[config.mk]
export PLATFORM = sky130hd
export DESIGN_NAME = mem_access_unit_flat
export DESIGN_NICKNAME = d
export VERILOG_FILES = /design/src/rtl/mem_access_unit_if.sv /design/src/rtl/mem_access_unit.sv /design/src/flat_wrapper.sv
export SDC_FILE = /design/constraint.sdc
export NUM_CORES = 1
export LEC_CHECK = 0
export ABC_CLOCK_PERIOD_IN_PS = 1800
export CAP_MARGIN = 10
export CORE_MARGIN = 1
export CORE_UTILIZATION = 43
export DETAILED_ROUTE_END_ITERATION = 10
export PLACE_DENSITY_LB_ADDON = 0.05
export SETUP_SLACK_MARGIN = 0.02
export SLEW_MARGIN = 0
export SYNTH_ARGS = -nofsm -noshare
export SYNTH_HDL_FRONTEND = slang
export SYNTH_SLANG_ARGS = --single-unit
[constraint.sdc]
create_clock -name clock -period 1.8 [get_ports clock]
set_clock_uncertainty 0.1 [all_clocks]
set_input_delay 0.27 -clock clock [delete_from_list [all_inputs] [get_ports clock]]
set_output_delay 0.27 -clock clock [all_outputs]
set_load 0.005 [all_outputs]
[src/rtl/mem_access_unit_if.sv]
// Request/response and memory-port bundle for the load/store unit.
//
// Request side  : req_valid, req_ready, req_write, req_size, req_signed,
//                 req_addr, req_wdata
// Response side : resp_valid, resp_rdata, resp_err
// Memory side   : mem_ren, mem_wen, mem_addr (word index), mem_wdata,
//                 mem_rdata (combinational read data)
//
// slave  : the load/store unit itself
// master : the CPU MEM stage together with the memory it fronts
interface mem_access_unit_if;
    logic        req_valid;
    logic        req_ready;
    logic        req_write;
    logic [1:0]  req_size;
    logic        req_signed;
    logic [31:0] req_addr;
    logic [31:0] req_wdata;

    logic        resp_valid;
    logic [31:0] resp_rdata;
    logic        resp_err;

    logic        mem_ren;
    logic        mem_wen;
    logic [31:0] mem_addr;
    logic [31:0] mem_wdata;
    logic [31:0] mem_rdata;

    modport slave (
        input  req_valid, req_write, req_size, req_signed, req_addr, req_wdata,
        input  mem_rdata,
        output req_ready, resp_valid, resp_rdata, resp_err,
        output mem_ren, mem_wen, mem_addr, mem_wdata
    );

    modport master (
        output req_valid, req_write, req_size, req_signed, req_addr, req_wdata,
        output mem_rdata,
        input  req_ready, resp_valid, resp_rdata, resp_err,
        input  mem_ren, mem_wen, mem_addr, mem_wdata
    );
endinterface

[src/rtl/mem_access_unit.sv]
// Load/store unit between the CPU MEM stage and a word-addressed data memory.
// Accepts byte/halfword/word loads and stores on byte addresses, issues
// single-cycle word reads/writes, extracts and extends sub-word load data and
// performs read-modify-write for sub-word stores. Misaligned, out-of-range
// and size-3 requests are answered with an error and never touch memory.
//
// Ports:
//   clock : system clock, all state changes on the rising edge
//   reset : asynchronous, active-low
//   bus   : mem_access_unit_if.slave (request, response and memory port)
//
// Every memory-side output is a register or a decode of the state register,
// so there is no combinational path from the request inputs to memory.
module mem_access_unit #(
    parameter int ADDR_BITS = 12
) (
    input  logic             clock,
    input  logic             reset,
    mem_access_unit_if.slave bus
);

    typedef enum logic [2:0] {
        IDLE   = 3'd0,
        READ   = 3'd1,
        WRITE  = 3'd2,
        RMW_RD = 3'd3,
        RMW_WR = 3'd4,
        RESP   = 3'd5
    } state_t;

    state_t      state_reg, state_next;

    // Request fields captured at accept
    logic [1:0]  size_reg;
    logic        signed_reg;
    logic [1:0]  lane_reg;      // byte offset within the word
    logic [31:0] addr_reg;      // word index driven on mem_addr
    logic [31:0] wdata_reg;
    logic        err_reg;

    logic [31:0] merge_reg;     // read word with the store lane replaced
    logic [31:0] rdata_reg;     // extended load result

    logic        accept;
    logic        req_err;
    logic [7:0]  byte_lane [4];
    logic [15:0] half_lane;
    logic [31:0] merged;
    logic [31:0] load_ext;

    assign accept = (state_reg == IDLE) && bus.req_valid;

    assign req_err = (bus.req_size == 2'd3)
                  || ((bus.req_size == 2'd1) && bus.req_addr[0])
                  || ((bus.req_size == 2'd2) && (bus.req_addr[1:0] != 2'd0))
                  || ((bus.req_addr >> ADDR_BITS) != 32'd0);

    // Per-lane view of the read word and the sub-word store merge. A lane is
    // replaced when it is the addressed byte, or belongs to the addressed half.
    for (genvar gi = 0; gi < 4; gi++) begin : g_lane
        localparam logic [1:0] LANE = 2'(gi);
        logic       sel;
        logic [7:0] src;

        assign byte_lane[gi] = bus.mem_rdata[8*gi +: 8];
        assign sel = (size_reg == 2'd0) ? (lane_reg == LANE)
                                        : (lane_reg[1] == LANE[1]);
        assign src = ((size_reg == 2'd0) || !LANE[0]) ? wdata_reg[7:0]
                                                      : wdata_reg[15:8];
        assign merged[8*gi +: 8] = sel ? src : byte_lane[gi];
    end

    assign half_lane = lane_reg[1] ? bus.mem_rdata[31:16] : bus.mem_rdata[15:0];

    always_comb begin
        load_ext = bus.mem_rdata;
        case (size_reg)
            2'd0: load_ext = {{24{signed_reg & byte_lane[lane_reg][7]}}, byte_lane[lane_reg]};
            2'd1: load_ext = {{16{signed_reg & half_lane[15]}}, half_lane};
            default: load_ext = bus.mem_rdata;
        endcase
    end

    // State register
    always_ff @(posedge clock or negedge reset) begin
        if (!reset) begin
            state_reg <= IDLE;
        end else begin
            state_reg <= state_next;
        end
    end

    // Next state and state-decoded outputs
    always_comb begin
        state_next     = state_reg;
        bus.req_ready  = 1'b0;
        bus.resp_valid = 1'b0;
        bus.resp_err   = 1'b0;
        bus.mem_ren    = 1'b0;
        bus.mem_wen    = 1'b0;
        bus.mem_wdata  = 32'd0;
        case (state_reg)
            IDLE: begin
                bus.req_ready = 1'b1;
                if (bus.req_valid) begin
                    if (req_err) begin
                        state_next = RESP;
                    end else if (!bus.req_write) begin
                        state_next = READ;
                    end else if (bus.req_size == 2'd2) begin
                        state_next = WRITE;
                    end else begin
                        state_next = RMW_RD;
                    end
                end
            end
            READ: begin
                bus.mem_ren = 1'b1;
                state_next  = RESP;
            end
            WRITE: begin
                bus.mem_wen   = 1'b1;
                bus.mem_wdata = wdata_reg;
                state_next    = RESP;
            end
            RMW_RD: begin
                bus.mem_ren = 1'b1;
                state_next  = RMW_WR;
            end
            RMW_WR: begin
                bus.mem_wen   = 1'b1;
                bus.mem_wdata = merge_reg;
                state_next    = RESP;
            end
            RESP: begin
                bus.resp_valid = 1'b1;
                bus.resp_err   = err_reg;
                state_next     = IDLE;
            end
            default: state_next = IDLE;
        endcase
    end

    // Request capture and data path. rdata_reg is cleared at every accept so
    // stores and errors respond with zero.
    always_ff @(posedge clock or negedge reset) begin
        if (!reset) begin
            size_reg   <= 2'd0;
            signed_reg <= 1'b0;
            lane_reg   <= 2'd0;
            addr_reg   <= 32'd0;
            wdata_reg  <= 32'd0;
            err_reg    <= 1'b0;
            merge_reg  <= 32'd0;
            rdata_reg  <= 32'd0;
        end else begin
            if (accept) begin
                size_reg   <= bus.req_size;
                signed_reg <= bus.req_signed;
                lane_reg   <= bus.req_addr[1:0];
                addr_reg   <= {2'b00, bus.req_addr[31:2]};
                wdata_reg  <= bus.req_wdata;
                err_reg    <= req_err;
                rdata_reg  <= 32'd0;
            end
            if (state_reg == READ) begin
                rdata_reg <= load_ext;
            end
            if (state_reg == RMW_RD) begin
                merge_reg <= merged;
            end
        end
    end

    assign bus.resp_rdata = rdata_reg;
    assign bus.mem_addr   = addr_reg;

endmodule

[src/flat_wrapper.sv]
// flat-port wrapper written by rule: the top's interface ports become plain ports
module mem_access_unit_flat 
#(
    parameter int ADDR_BITS = 12
)
  (clock, reset, bus_req_valid, bus_req_write, bus_req_size, bus_req_signed, bus_req_addr, bus_req_wdata, bus_mem_rdata, bus_req_ready, bus_resp_valid, bus_resp_rdata, bus_resp_err, bus_mem_ren, bus_mem_wen, bus_mem_addr, bus_mem_wdata);
  mem_access_unit_if bus_i ();
  input  logic clock;
  input  logic reset;
  input wire logic [$bits(bus_i.req_valid)-1:0] bus_req_valid;
  input wire logic [$bits(bus_i.req_write)-1:0] bus_req_write;
  input wire logic [$bits(bus_i.req_size)-1:0] bus_req_size;
  input wire logic [$bits(bus_i.req_signed)-1:0] bus_req_signed;
  input wire logic [$bits(bus_i.req_addr)-1:0] bus_req_addr;
  input wire logic [$bits(bus_i.req_wdata)-1:0] bus_req_wdata;
  input wire logic [$bits(bus_i.mem_rdata)-1:0] bus_mem_rdata;
  output wire logic [$bits(bus_i.req_ready)-1:0] bus_req_ready;
  output wire logic [$bits(bus_i.resp_valid)-1:0] bus_resp_valid;
  output wire logic [$bits(bus_i.resp_rdata)-1:0] bus_resp_rdata;
  output wire logic [$bits(bus_i.resp_err)-1:0] bus_resp_err;
  output wire logic [$bits(bus_i.mem_ren)-1:0] bus_mem_ren;
  output wire logic [$bits(bus_i.mem_wen)-1:0] bus_mem_wen;
  output wire logic [$bits(bus_i.mem_addr)-1:0] bus_mem_addr;
  output wire logic [$bits(bus_i.mem_wdata)-1:0] bus_mem_wdata;
  assign bus_i.req_valid = bus_req_valid;
  assign bus_i.req_write = bus_req_write;
  assign bus_i.req_size = bus_req_size;
  assign bus_i.req_signed = bus_req_signed;
  assign bus_i.req_addr = bus_req_addr;
  assign bus_i.req_wdata = bus_req_wdata;
  assign bus_i.mem_rdata = bus_mem_rdata;
  assign bus_req_ready = bus_i.req_ready;
  assign bus_resp_valid = bus_i.resp_valid;
  assign bus_resp_rdata = bus_i.resp_rdata;
  assign bus_resp_err = bus_i.resp_err;
  assign bus_mem_ren = bus_i.mem_ren;
  assign bus_mem_wen = bus_i.mem_wen;
  assign bus_mem_addr = bus_i.mem_addr;
  assign bus_mem_wdata = bus_i.mem_wdata;
  mem_access_unit #(.ADDR_BITS(ADDR_BITS)) u_core (.clock(clock), .reset(reset), .bus(bus_i));
endmodule
==> flow_summary.json <==
{
  "grt_pass1_wl_mm": 38.16,
  "wirelength_mm": 28.52,
  "synthFlopType": "dfrtp_1",
  "cp.arrival_ns": 1.85,
  "drt.antenna.violating_nets": 0,
  "ys_types": 49,
  "post-route-cell-area_um2": 11780,
  "ios": 204,
  "syn_area_per_cell_um2": 9.656,
  "cts_tree": "done",
  "syn-cell-area_um2": 6691,
  "leakage_nw": 5.602,
  "ys_warn_count": 0,
  "n_antenna_cell": 0,
  "cts.sinks": 135,
  "grt_start_max_net_pins": 65,
  "worstSetupPathType": "register to output pin",
  "finalHoldViolations": 0,
  "synth_top_family_by_area": "simple AND/OR/NAND/NOR gates",
  "cts-root-buf": "clkbuf_16",
  "first_iter_violations": 462,
  "netlist_instances": 693,
  "required_ns": 1.43,
  "rsz0062_at_grt": "yes",
  "place.gp.congestion": 0.8795,
  "hp-class": "input port to asynchronous set/reset pin",
  "muxShareOfSynthArea_pct": 11.42,
  "mostFrequentLayoutCells": "clkdlybuf4s50_1, nand2_1, dfrtp_1",
  "setup_slack_ns": -0.4247,
  "portBuffers": 201,
  "syn_to_final_growth_pct": 75.97,
  "track_usage_pct": 31.98,
  "slew_viol_final": 0,
  "endpoint_kind": "output pin",
  "coreArea_um2": 15200,
  "max-clock-path-buffers": 2,
  "cp-start-kind": "register",
  "critPathMaxFanout": 8,
  "first_pass_iters": 5,
  "drt-vias-per-instance": 5.870,
  "synth_compound_area_share_pct": 15.82,
  "fmax_mhz": 449.5,
  "wl_per_cell_um": 23.61,
  "min_period_ns": 2.225,
  "die_width_um": 126.7,
  "drv_cap": 0,
  "vias": 7091,
  "clk_latency_ns": 0.42,
  "finalSetupViolCount": 140,
  "yosys.area_share.simple_pct": 17.95,
  "async_flop_share_pct": 100.0,
  "clk_pin_slew_ns": 0.06,
  "htreeDepth": 4,
  "drive_above_1_share_pct": 39.61,
  "ir_drop_mv": 0.9342,
  "grt_overflow_total": 0,
  "first_global_vias": 6810,
  "outcome": "complete, but fails checks",
  "numCtsBuffers": 17,
  "synthAdderAreaFrac_pct": 0,
  "ys_seq_elements": 135,
  "totalNegativeSetupSlack_ns": -35.82,
  "holdWs_ns": 0.2121,
  "synth_xor_area_share_pct": 0.1309,
  "powerDensity_nw_per_um2": 1632,
  "dpl-instance-area_um2": 9470,
  "num-nets-final": 1110,
  "post-dp-hpwl_mm": 16.05,
  "final_common_cell": "clkdlybuf4s50_1",
  "yosysSeqAreaShare_pct": 50.49,
  "post-route-period-util_pct": 123.6,
  "synth-edff-count": 0,
  "antenna_found_initial": 0,
  "drc": 0,
  "fp.dieArea_um2": 16060,
  "die_h_um": 126.7,
  "rows": 45,
  "start_util_pct": 44.02,
  "failed_checks": "negative setup slack"
}
-- cell type report --
cell class | count | area, um2
tap | 188 | 235.2
fill | 1007 | 3427
inverter | 3 | 11.26
timing repair buffer | 347 | 3789
clock inverter | 11 | 150.1
multi-input combinational | 503 | 3769
clock buffer | 21 | 440.4
sequential | 135 | 3381
-- critical path, stage by stage (launching register included) --
cell and delay (ns):
dfrtp_1 0.40, buf_6 0.13, nor3b_4 0.23, buf_6 0.14
buf_12 0.11, buf_12 0.13, a22o_1 0.17, buf_2 0.13
-- power breakdown --
group	leakage [nW]	switching, mW	total [mW]	internal [mW]
registers	1.56	0.952	5.05	4.10
logic	3.77	4.80	10.6	5.82
clock network	0.270	1.37	3.55	2.18
total	5.60	7.12	19.2	12.1
-- cell families after synthesis --
group	after synthesis
flip-flops	135
XOR/XNOR	1
buffers and inverters	57
AND/OR/NAND/NOR	288
other	1
AO/OA/AOI/OAI	146
multiplexers	65
-- worst paths after layout --
check,cells past startpoint,to,startpoint,slack [ns]
worst max-delay path,7,bus_mem_wdata[8],u_core.state_reg[2],-0.42
worst min-delay path,2,u_core.wdata_reg[19],reset,0.21
worst max register to register,11,u_core.bus.mem_addr[9],u_core.state_reg[2],-0.35
worst min register to register,2,u_core.bus.mem_addr[15],u_core.bus.mem_addr[15],0.37
max in group asynchronous,3,u_core.wdata_reg[8],reset,0.82
min in group clock,3,u_core.wdata_reg[19],bus_req_wdata[19],0.28
-- timing repair --
item	CTS	global route
gates cloned	17	15
hold buffers	1	0
buffers inserted	29	12
pin swaps	53	124
endpoints found under the setup margin	66	160
resized for setup	227	201
endpoints found under the hold margin	118	0
-- stage by stage --
step	util, %	cells	total power [mW]	setup WS (ns)
5_1_grt	77.46	1208	19.99	-0.4486
4_1_cts	71.63	1189	17.68	-0.4735
2_1_floorplan	-	694	8.795	0.05056
3_5_place_dp	62.30	1111	13.05	-0.3311
6_report	77.46	1208	19.22	-0.4247
3_3_place_gp	62.30	1111	12.92	-0.3256
-- Yosys cell counts (2+ instances only) --
cell type | n | area share [%]
a211oi_2 | 8 | 1.5
a21oi_1 | 11 | 0.82
a221o_1 | 16 | 2.4
a221oi_1 | 6 | 0.79
a22o_1 | 32 | 4.2
a31oi_1 | 2 | 0.19
and2_1 | 3 | 0.28
and3b_1 | 2 | 0.26
buf_1 | 9 | 0.50
buf_2 | 17 | 1.3
buf_4 | 5 | 0.56
buf_6 | 3 | 0.50
clkbuf_1 | 20 | 1.1
dfrtp_1 | 135 | 50
inv_1 | 2 | 0.11
mux2_2 | 17 | 2.9
mux2i_1 | 40 | 6.0
mux4_2 | 7 | 2.4
nand2_1 | 248 | 14
nand2b_1 | 3 | 0.28
nand3_1 | 3 | 0.22
nor2_1 | 10 | 0.56
nor3_1 | 2 | 0.15
nor3b_1 | 2 | 0.22
nor4_1 | 5 | 0.47
o211ai_1 | 2 | 0.22
o21ai_0 | 49 | 3.7
o21ai_1 | 12 | 0.90
o22ai_1 | 2 | 0.19
-- layer usage --
layer / routed length, um / share of wire [%] / track usage, % / vias to the layer above
li1: - / - / - / 3059
met1: 10770 / 38 / 37.66 / 3567
met2: 14330 / 50 / 55.87 / 387
met3: 2304 / 8.1 / 7.043 / 78
met4: 1120 / 3.9 / 14.78 / 0
met5: 0 / 0 / 0 / -
(Power assumes the default switching activity.)
